## src/rtl/fmap_stream_reader.sv

```systemverilog
// Feature-map read-out: triggers the upstream layer, sweeps its read port and streams the
// returned nibbles out over valid/ready. Define FMAP_PACK8_EN to pack 8 nibbles per beat.
module fmap_stream_reader #(
  parameter int unsigned TOTAL  = 2048,
  parameter int unsigned RD_LAT = 1,
  parameter int unsigned DEPTH  = 4
) (
  input  logic        clk,
  input  logic        resetn,
  input  logic        start,
  output logic        busy,
  output logic        done,
  output logic        up_start,
  input  logic        up_done,
  output logic [31:0] up_read_addr,
  input  logic [3:0]  up_read_data,
  output logic        m_valid,
  input  logic        m_ready,
  output logic [31:0] m_data,
  output logic        m_last
);
`ifdef FMAP_PACK8_EN
  localparam int unsigned FW  = 32;
  localparam int unsigned NPB = 8;
`else
  localparam int unsigned FW  = 4;
  localparam int unsigned NPB = 1;
`endif
  localparam int unsigned PW  = (DEPTH > 1) ? $clog2(DEPTH) : 1;
  localparam int unsigned CW  = $clog2(DEPTH + 1);
  localparam int unsigned CAP = DEPTH * NPB;

  typedef enum logic [1:0] {IDLE, WAIT_UP, STREAM, DRAIN} state_t;

  state_t          state, state_n;
  logic            busy_n, done_n, up_start_n, issue_c;
  logic [31:0]     iss, ret_cnt;
  logic [RD_LAT:0] pipe;
  logic [FW-1:0]   mem [DEPTH];
  logic [DEPTH-1:0] last_mem;
  logic [PW-1:0]   wr_ptr, rd_ptr;
  logic [CW-1:0]   count;
  logic            ret_c, fifo_wr_c, fifo_rd_c, drained_c;
  logic [FW-1:0]   wdata_c;
  logic [31:0]     used_c;

`ifdef FMAP_PACK8_EN
  logic [2:0]  pack_cnt;
  logic [27:0] pack_q;

  if (TOTAL % 8 != 0) begin : g_total_chk
    $error("fmap_stream_reader: TOTAL must be a multiple of 8 when packing");
  end

  // Credits are counted in nibbles: packer slots plus whole FIFO words.
  assign used_c    = 32'(count) * NPB + 32'($countones(pipe)) + 32'(pack_cnt);
  assign fifo_wr_c = ret_c && (pack_cnt == 3'd7);
  assign wdata_c   = {pack_q, up_read_data};
  assign drained_c = (pipe == '0) && (count == '0) && (pack_cnt == 3'd0);
`else
  assign used_c    = 32'(count) + 32'($countones(pipe));
  assign fifo_wr_c = ret_c;
  assign wdata_c   = up_read_data;
  assign drained_c = (pipe == '0) && (count == '0);
`endif

  // The tag sits in the last pipe stage during the cycle its read data is valid.
  assign ret_c     = pipe[RD_LAT];
  assign fifo_rd_c = m_valid && m_ready;

  assign m_valid = (count != '0);
  assign m_data  = m_valid ? 32'(mem[rd_ptr]) : 32'd0;
  assign m_last  = m_valid && last_mem[rd_ptr];

  always_comb begin
    state_n    = state;
    busy_n     = (state != IDLE);
    done_n     = 1'b0;
    up_start_n = 1'b0;
    issue_c    = 1'b0;
    case (state)
      IDLE: begin
        if (start) begin
          state_n    = WAIT_UP;
          busy_n     = 1'b1;
          up_start_n = 1'b1;
        end
      end
      WAIT_UP: begin
        if (up_done) state_n = STREAM;
      end
      STREAM: begin
        if (iss == 32'(TOTAL)) state_n = DRAIN;
        else if (used_c < CAP) issue_c = 1'b1;
      end
      DRAIN: begin
        if (drained_c) begin
          state_n = IDLE;
          done_n  = 1'b1;
        end
      end
      default: state_n = IDLE;
    endcase
  end

  always_ff @(posedge clk) begin
    if (!resetn) begin
      state    <= IDLE;
      busy     <= 1'b0;
      done     <= 1'b0;
      up_start <= 1'b0;
    end else begin
      state    <= state_n;
      busy     <= busy_n;
      done     <= done_n;
      up_start <= up_start_n;
    end
  end

  // Issue counter, read-tag pipe and FIFO bookkeeping.
  always_ff @(posedge clk) begin
    if (!resetn) begin
      iss          <= '0;
      ret_cnt      <= '0;
      pipe         <= '0;
      up_read_addr <= '0;
      wr_ptr       <= '0;
      rd_ptr       <= '0;
      count        <= '0;
      last_mem     <= '0;
`ifdef FMAP_PACK8_EN
      pack_cnt     <= '0;
      pack_q       <= '0;
`endif
    end else begin
      pipe <= {pipe[RD_LAT-1:0], issue_c};
      if (state == WAIT_UP && up_done) begin
        iss     <= '0;
        ret_cnt <= '0;
      end
      if (issue_c) begin
        up_read_addr <= iss;
        iss          <= iss + 32'd1;
      end
      if (ret_c) ret_cnt <= ret_cnt + 32'd1;
`ifdef FMAP_PACK8_EN
      if (ret_c) begin
        pack_q   <= {pack_q[23:0], up_read_data};
        pack_cnt <= pack_cnt + 3'd1;
      end
`endif
      if (fifo_wr_c) begin
        last_mem[wr_ptr] <= (ret_cnt == 32'(TOTAL - 1));
        wr_ptr           <= wr_ptr + PW'(1);
      end
      if (fifo_rd_c) rd_ptr <= rd_ptr + PW'(1);
      count <= count + CW'(fifo_wr_c) - CW'(fifo_rd_c);
    end
  end

  always_ff @(posedge clk) begin
    if (fifo_wr_c) mem[wr_ptr] <= wdata_c;
  end

endmodule

```

## config.mk

```make
export PLATFORM = sky130hd
export DESIGN_NAME = fmap_stream_reader
export DESIGN_NICKNAME = d
export VERILOG_FILES = /design/src/rtl/fmap_stream_reader.sv
export SDC_FILE = /design/constraint.sdc
export NUM_CORES = 1
export LEC_CHECK = 0
export ABC_CLOCK_PERIOD_IN_PS = 4500
export BUFFER_PORTS_ARGS = -buffer_cell sky130_fd_sc_hd__clkbuf_2
export CORE_MARGIN = 2
export CORE_UTILIZATION = 62
export DETAILED_ROUTE_END_ITERATION = 12
export PLACE_DENSITY_LB_ADDON = 0.25
export RECOVER_POWER = 100
export SLEW_MARGIN = 10
export SYNTH_ARGS = -nofsm -noshare
export SYNTH_HDL_FRONTEND = slang
export SYNTH_SLANG_ARGS = --single-unit
```

## constraint.sdc

```tcl
create_clock -name clk -period 4.5 [get_ports clk]
set_clock_uncertainty 0.2 [all_clocks]
set_input_delay 0.45 -clock clk [delete_from_list [all_inputs] [get_ports clk]]
set_output_delay 0.45 -clock clk [all_outputs]
set_load 0.03 [all_outputs]
```

# Yosys cells after proc, flatten, opt, wreduce, memory -nomap -nowiden
# Memory sizes are Yosys's and may differ from the RTL's. A register that Yosys moved wholly into a read port is not among the register bits.
# Index checks and enable logic that the tools add are counted.
[totals]
memories = 1
word_cells = 74
ramBits = 16
reg_bits = 114
inputBits = 9
[mem_list]
columns = ["name", "depth", "word_bits", "rd", "rd_ports_with_merged_regs", "write_ports", "line", "rtl"]
rows = [
  ["mem", 4, 4, 1, 1, 1, "39", "logic [FW-1:0] mem [DEPTH];"],
]
[classes]
order_cmp = 4
add_sub_neg = 8
n_mux = 25
eq_ne = 9
reduce_logical = 15
[ops]
columns = ["cell", "n"]
rows = [
  ["two-way mux 32 bit", 3],
  ["adder 32 x 1 -> 32 bit, second input constant", 2],
  ["equality test 32 x 11 -> 1 bit, second input constant", 1],
  ["equality test 32 x 12 -> 1 bit, second input constant", 1],
  ["two-way mux 2 bit", 6],
  ["two-way mux 1 bit", 11],
  ["!= test 2 bit, second input constant", 4],
  ["case mux 2 bit (4 select lines)", 1],
  ["less-than comparator 2 x 3 -> 1 bit, second input constant", 2],
  ["nonzero test 2 bit", 3],
  ["logical AND 1 bit", 5],
  ["adder 2 x 1 -> 2 bit, second input constant", 2],
  ["adder 3 x 2 -> 4 bit", 1],
  ["bitwise mux 4 bit", 1],
  ["equality test 2 bit, second input constant", 2],
  ["zero test 2 bit", 2],
  ["less-than comparator 4 x 3 -> 1 bit, second input constant", 1],
  ["two-way mux 4 bit", 1],
  ["AND reduction 2 bit", 2],
  ["AND reduction 4 bit", 1],
  ["adder 3 x 1 -> 3 bit", 1],
  ["zero test 3 bit", 1],
  ["nonzero test 3 bit", 1],
  ["subtractor 3 x 1 -> 3 bit", 1],
  ["other kinds (5)", 5],
]

# Depth between registers and ports, before layout
[depth]
ltp_word = 7
ltp_mapped = 11

# Least setup slack after synthesis
# OpenSTA, ideal clock, no wires.
[synth_path]
kind = "flip-flop to flip-flop"
from = "register count[1]"
to = "register count[2]"
path_slack_ns = 2.058
required_ns = 4.172
arrival_ns = 2.115
n_path_buf = 1
path_stages_with_launch = 10
setup_time_ns = 0.128
path_cell_list = "dfxtp_1 or3_1 buf_2 and2_2 ha_1 inv_1 ha_1 fa_1 xor2_1 nor2_1"
[synth_via]
elab_chain_cells = 3
[synth_lines]
columns = ["element", "line", "rtl"]
rows = [
  ["start: declaration", "42", "logic [CW-1:0] count;"],
  ["start signal: assignment", "157", "count <= count + CW'(fifo_wr_c) - CW'(fifo_rd_c);"],
  ["nonzero test 3 bit", "71", "assign m_valid = (count != '0);"],
  ["via m_valid", "17", "output logic m_valid,"],
  ["logical AND 1 bit", "69", "assign fifo_rd_c = m_valid && m_ready;"],
  ["via fifo_rd_c", "43", "logic ret_c, fifo_wr_c, fifo_rd_c, drained_c;"],
  ["subtractor 3 x 1 -> 3 bit", "157", ""],
]
# The timed path passes the listed nets, and every way through them passes these cells.
# A chain may end at the register's enable or synchronous reset.

# Final worst setup path
[layout_path]
from = "register pipe[1]"
to = "register iss[10]"
[layout_via]
elab_chain_cells = 7
[layout_lines]
columns = ["element", "line", "rtl"]
rows = [
  ["start: declaration", "38", "logic [RD_LAT:0] pipe;"],
  ["start signal: assignment", "136", "pipe <= {pipe[RD_LAT-1:0], issue_c};"],
  ["adder 1 x 1 -> 2 bit (not written as such) (*)", "61", "assign used_c = 32'(count) + 32'($countones(pipe));"],
  ["adder 3 x 2 -> 4 bit (*)", "61", ""],
  ["less-than comparator 4 x 3 -> 1 bit (*)", "94", "else if (used_c < CAP) issue_c = 1'b1;"],
  ["two-way mux 1 bit (*)", "94", ""],
  ["two-way mux 1 bit (*)", "93", "if (iss == 32'(TOTAL)) state_n = DRAIN;"],
  ["two-way mux 1 bit (*)", "81", "case (state)"],
  ["two-way mux 32 bit / nonzero test 2 bit (equally long branches)", "--", ""],
  ["end signal: assignment", "143", "iss <= iss + 32'd1;"],
  ["end: declaration", "37", "logic [31:0] iss, ret_cnt;"],
]
# Every way passes the cells marked *; elsewhere a longest branch is shown, timed or not.

==> impl_metrics.sql <==
INSERT INTO impl_metrics (metric_group, metric, value, unit) VALUES
('logic_synthesis', 'syn_area', '0.00627', 'mm²'),
('critical_path', 'worstPathRequired', '4.71', 'ns'),
('critical_path', 'critical_path.slowest_cell', 'sky130_fd_sc_hd__dfxtp_1', ''),
('critical_path', 'crit_buf_inv', '1', ''),
('global_route', 'global_route.usage.total', '0.258', ''),
('floorplan', 'die_width', '105', 'µm'),
('floorplan', 'die_area', '0.0109', 'mm²'),
('logic_synthesis', 'synth_enable_flop_cells', '16', ''),
('timing', 'finalWorstPathRequiredPeriod', '3.36', 'ns'),
('clock_tree', 'clock-root-buffer', 'sky130_fd_sc_hd__clkbuf_8', ''),
('finish', 'post_route_cells_drive_above_1_share', '0.0850', ''),
('logic_synthesis', 'post_synth_num_cell_types', '61', ''),
('detailed_routing', 'iteration_0_drc_markers', '319', ''),
('clock_tree', 'cts_repair_resize_count', '0', ''),
('finish', 'fin_cells', '898', ''),
('critical_path', 'critical_path_class', 'flip-flop to flip-flop', ''),
('logic_synthesis', 'combinational_family_with_the_most_area_after_synthesis', 'simple AND/OR/NAND/NOR gates', ''),
('logic_synthesis', 'post_synth_fa_ha_maj_area_fraction', '0.0351', ''),
('timing', 'max_slew_violation_count', '0', ''),
('power', 'worst_ir_drop_vdd', '0.258', 'mV'),
('logic_synthesis', 'synthDominantAreaCellType', 'sky130_fd_sc_hd__dfxtp_1', ''),
('logic_synthesis', 'ys.flop_type', 'sky130_fd_sc_hd__dfxtp_1', ''),
('place', 'hpwlAfterDp', '8510', 'µm'),
('timing', 'relSlewSlack', '0.362', ''),
('clock_tree', 'cts_tree', 'done', ''),
('logic_synthesis', 'synth_top_cells_by_area', 'sky130_fd_sc_hd__dfxtp_1, sky130_fd_sc_hd__edfxtp_1, sky130_fd_sc_hd__nand2_1', ''),
('min_path', 'hold_class', 'primary input to flip-flop', ''),
('power', 'power_per_cell_area', '455', 'mW/mm²'),
('detailed_routing', 'detail_route.drc_violations', '0', ''),
('finish', 'antenna_cells_inserted', '0', ''),
('finish', 'filler_cell_count', '782', ''),
('clock_tree', 'cts_num_sinks', '132', ''),
('run_status', 'status', 'finished clean', ''),
('power', 'cellLeakagePower', '2.44', 'nW'),
('critical_path', 'worstSetupStartpointType', 'flip-flop', ''),
('floorplan', 'num_rows', '36', ''),
('detailed_routing', 'routedWlPerCell', '15.1', 'µm'),
('detailed_routing', 'routed_wire_length', '13500', 'µm'),
('finish', 'post-route-cell-area', '0.00697', 'mm²'),
('floorplan', 'ioPinCount', '78', ''),
('detailed_routing', 'drt_pre_antenna_iters', '4', ''),
('place', 'place_area', '0.00641', 'mm²'),
('global_route', 'grt_pass1_vias', '4839', ''),
('finish', 'fin_nets', '778', ''),
('place', 'port_buffers', '49', ''),
('global_route', 'largest_net_degree_at_the_start_of_global_routing', '79', ''),
('clock_tree', 'cts-hold-fix-buffers', '5', ''),
('finish', 'utilization', '0.713', ''),
('logic_synthesis', 'synth_compound_gate_area_share', '0.109', ''),
('critical_path', 'critical_path.most_common_cell', 'sky130_fd_sc_hd__a21oi_1', ''),
('global_route', 'antenna_found_initial', '0', ''),
('detailed_routing', 'postRouteAntennaNets', '0', ''),
('clock_tree', 'cts.repair_timing.setup_buffer_count', '0', ''),
('logic_synthesis', 'ffs_w_async_s_r_synth', '0', ''),
('detailed_routing', 'routed_via_density', '5.75', ''),
('place', 'gp_routability_congestion', '0.854', ''),
('floorplan', 'initial_utilization', '0.641', ''),
('timing', 'final_hold_viol_count', '0', ''),
('finish', 'area_delta_synth_final', '11.2', '%'),
('timing', 'rsz0062_at_grt', 'no', ''),
('logic_synthesis', 'fraction_of_post_synthesis_cell_area_in_the_top_cell_type_by_area', '0.371', ''),
('place', 'placedCellCount', '861', ''),
('critical_path', 'slowest_delay', '0.76', 'ns'),
('timing', 'layout_worst_path_cycle_share', '0.747', ''),
('floorplan', 'floorplan.die.height', '105', 'µm'),
('timing', 'worst-slew-pin-transition', '0.953', 'ns'),
('logic_synthesis', 'synth-seq-area-share', '0.447', ''),
('logic_synthesis', 'post_synth_inst_count', '716', ''),
('critical_path', 'top_cell_family_by_delay_on_the_critical_path', 'compound AO/OA/AOI/OAI gates', ''),
('clock_tree', 'cts_max_level', '4', ''),
('power', 'power', '0.00317', 'W');
## Yosys cell counts (all sizes together) (9+ instances only)
master / number
dfxtp: 116
nand2: 103
a21oi: 60
nand3: 59
buf: 53
nor2: 53
inv: 23
nand4: 20
and2: 18
o21ai: 18
edfxtp: 16
ha: 16
nor4: 16
clkbuf: 13
or3: 13
and3: 12
nor3: 12
o31ai: 12
mux2i: 9
xnor2: 9
## final timing paths
kind / startpoint / to / slack (ns) / cells after the start
max reg2reg: pipe[1] / iss[10] / 1.14 / 7
min: up_done / iss[31] / 0.24 / 4
max: pipe[1] / iss[10] / 1.14 / 7
min reg2reg: up_read_addr[18] / up_read_addr[18] / 0.25 / 2
## metal layers
layer | up-vias | GRT usage
met5 | - | 0
met4 | 0 | 0.103
met3 | 22 | 0.0605
met2 | 176 | 0.414
met1 | 2436 | 0.336
li1 | 2532 | -
## report_power, final
| part | leakage (nW) | switching, W | total (W) | internal, W |
|---|---|---|---|---|
| Combinational | 1.09 | 0.000399 | 0.000570 | 0.000171 |
| Clock | 0.270 | 0.000529 | 0.00132 | 0.000790 |
| Sequential | 1.08 | 0.0000479 | 0.00128 | 0.00123 |
## placed cells by master, fill, tap and decap left out, drive strengths merged, types with 3 or more instances in the layout
cell type	count
clkinv	9
xnor2	9
mux2i	9
mux2	7
nand4	20
dlygate4sd3	5
mux4	5
clkbuf	66
a21oi	60
a21o	5
o31ai	12
clkinvlp	4
nand2b	4
ha	16
and2	18
nand3	59
conb	28
edfxtp	16
dfxtp	116
o211ai	5
o311ai	3
nor3	12
nand2	103
nor2	53
xor2	6
and4	4
o21ai	18
nor4	16
and3	12
or3	13
inv	26
## worst register-to-register path, cell delays in order (launching register included)
cell and delay (ns):
sky130_fd_sc_hd__dfxtp_1 0.76, sky130_fd_sc_hd__a21o_1 0.21, sky130_fd_sc_hd__a21oi_1 0.10, sky130_fd_sc_hd__o221ai_4 0.20
sky130_fd_sc_hd__or2_1 0.65, sky130_fd_sc_hd__inv_1 0.66, sky130_fd_sc_hd__a21oi_1 0.34, sky130_fd_sc_hd__mux2i_1 0.11
## stage by stage
step | hold WS (ns) | worst slack, ns
after floorplan | 0.242 | 2.06
after global placement | 0.242 | 1.56
after detailed placement | 0.246 | 1.42
after CTS | 0.166 | 1.42
after global routing | 0.270 | 0.754
final | 0.237 | 1.14
## registers in the layout, summed over array words and instances (netlist names), named ones only
register / cells
iss: 32
ret_cnt: 32
up_read_addr: 32
mem: 16
last_mem: 4
count: 3
pipe: 2
rd_ptr: 2
state: 2
wr_ptr: 2
busy: 1
done: 1
up_start: 1
## layout make-up
class	instances	area (µm²)	share of cell area
Sequential cell	132	2800	0.402
Inverter	26	97.6	0.0140
Tap cell	133	166	0.0239
Clock buffer	17	414	0.0594
Timing Repair Buffer	56	253	0.0363
Clock inverter	15	158	0.0226
Multi-Input combinational cell	519	3080	0.442
## logic make-up after synthesis
group                      count (synthesis)
buffers and inverters                     92
other                                      1
xor gates and xnor gates                  15
DFF                                      132
adders and majority gates                 17
AOI/OAI and AO/OA                        115
muxes                                     21
and+or+nand+nor                          323
(Power assumes the default switching activity.)
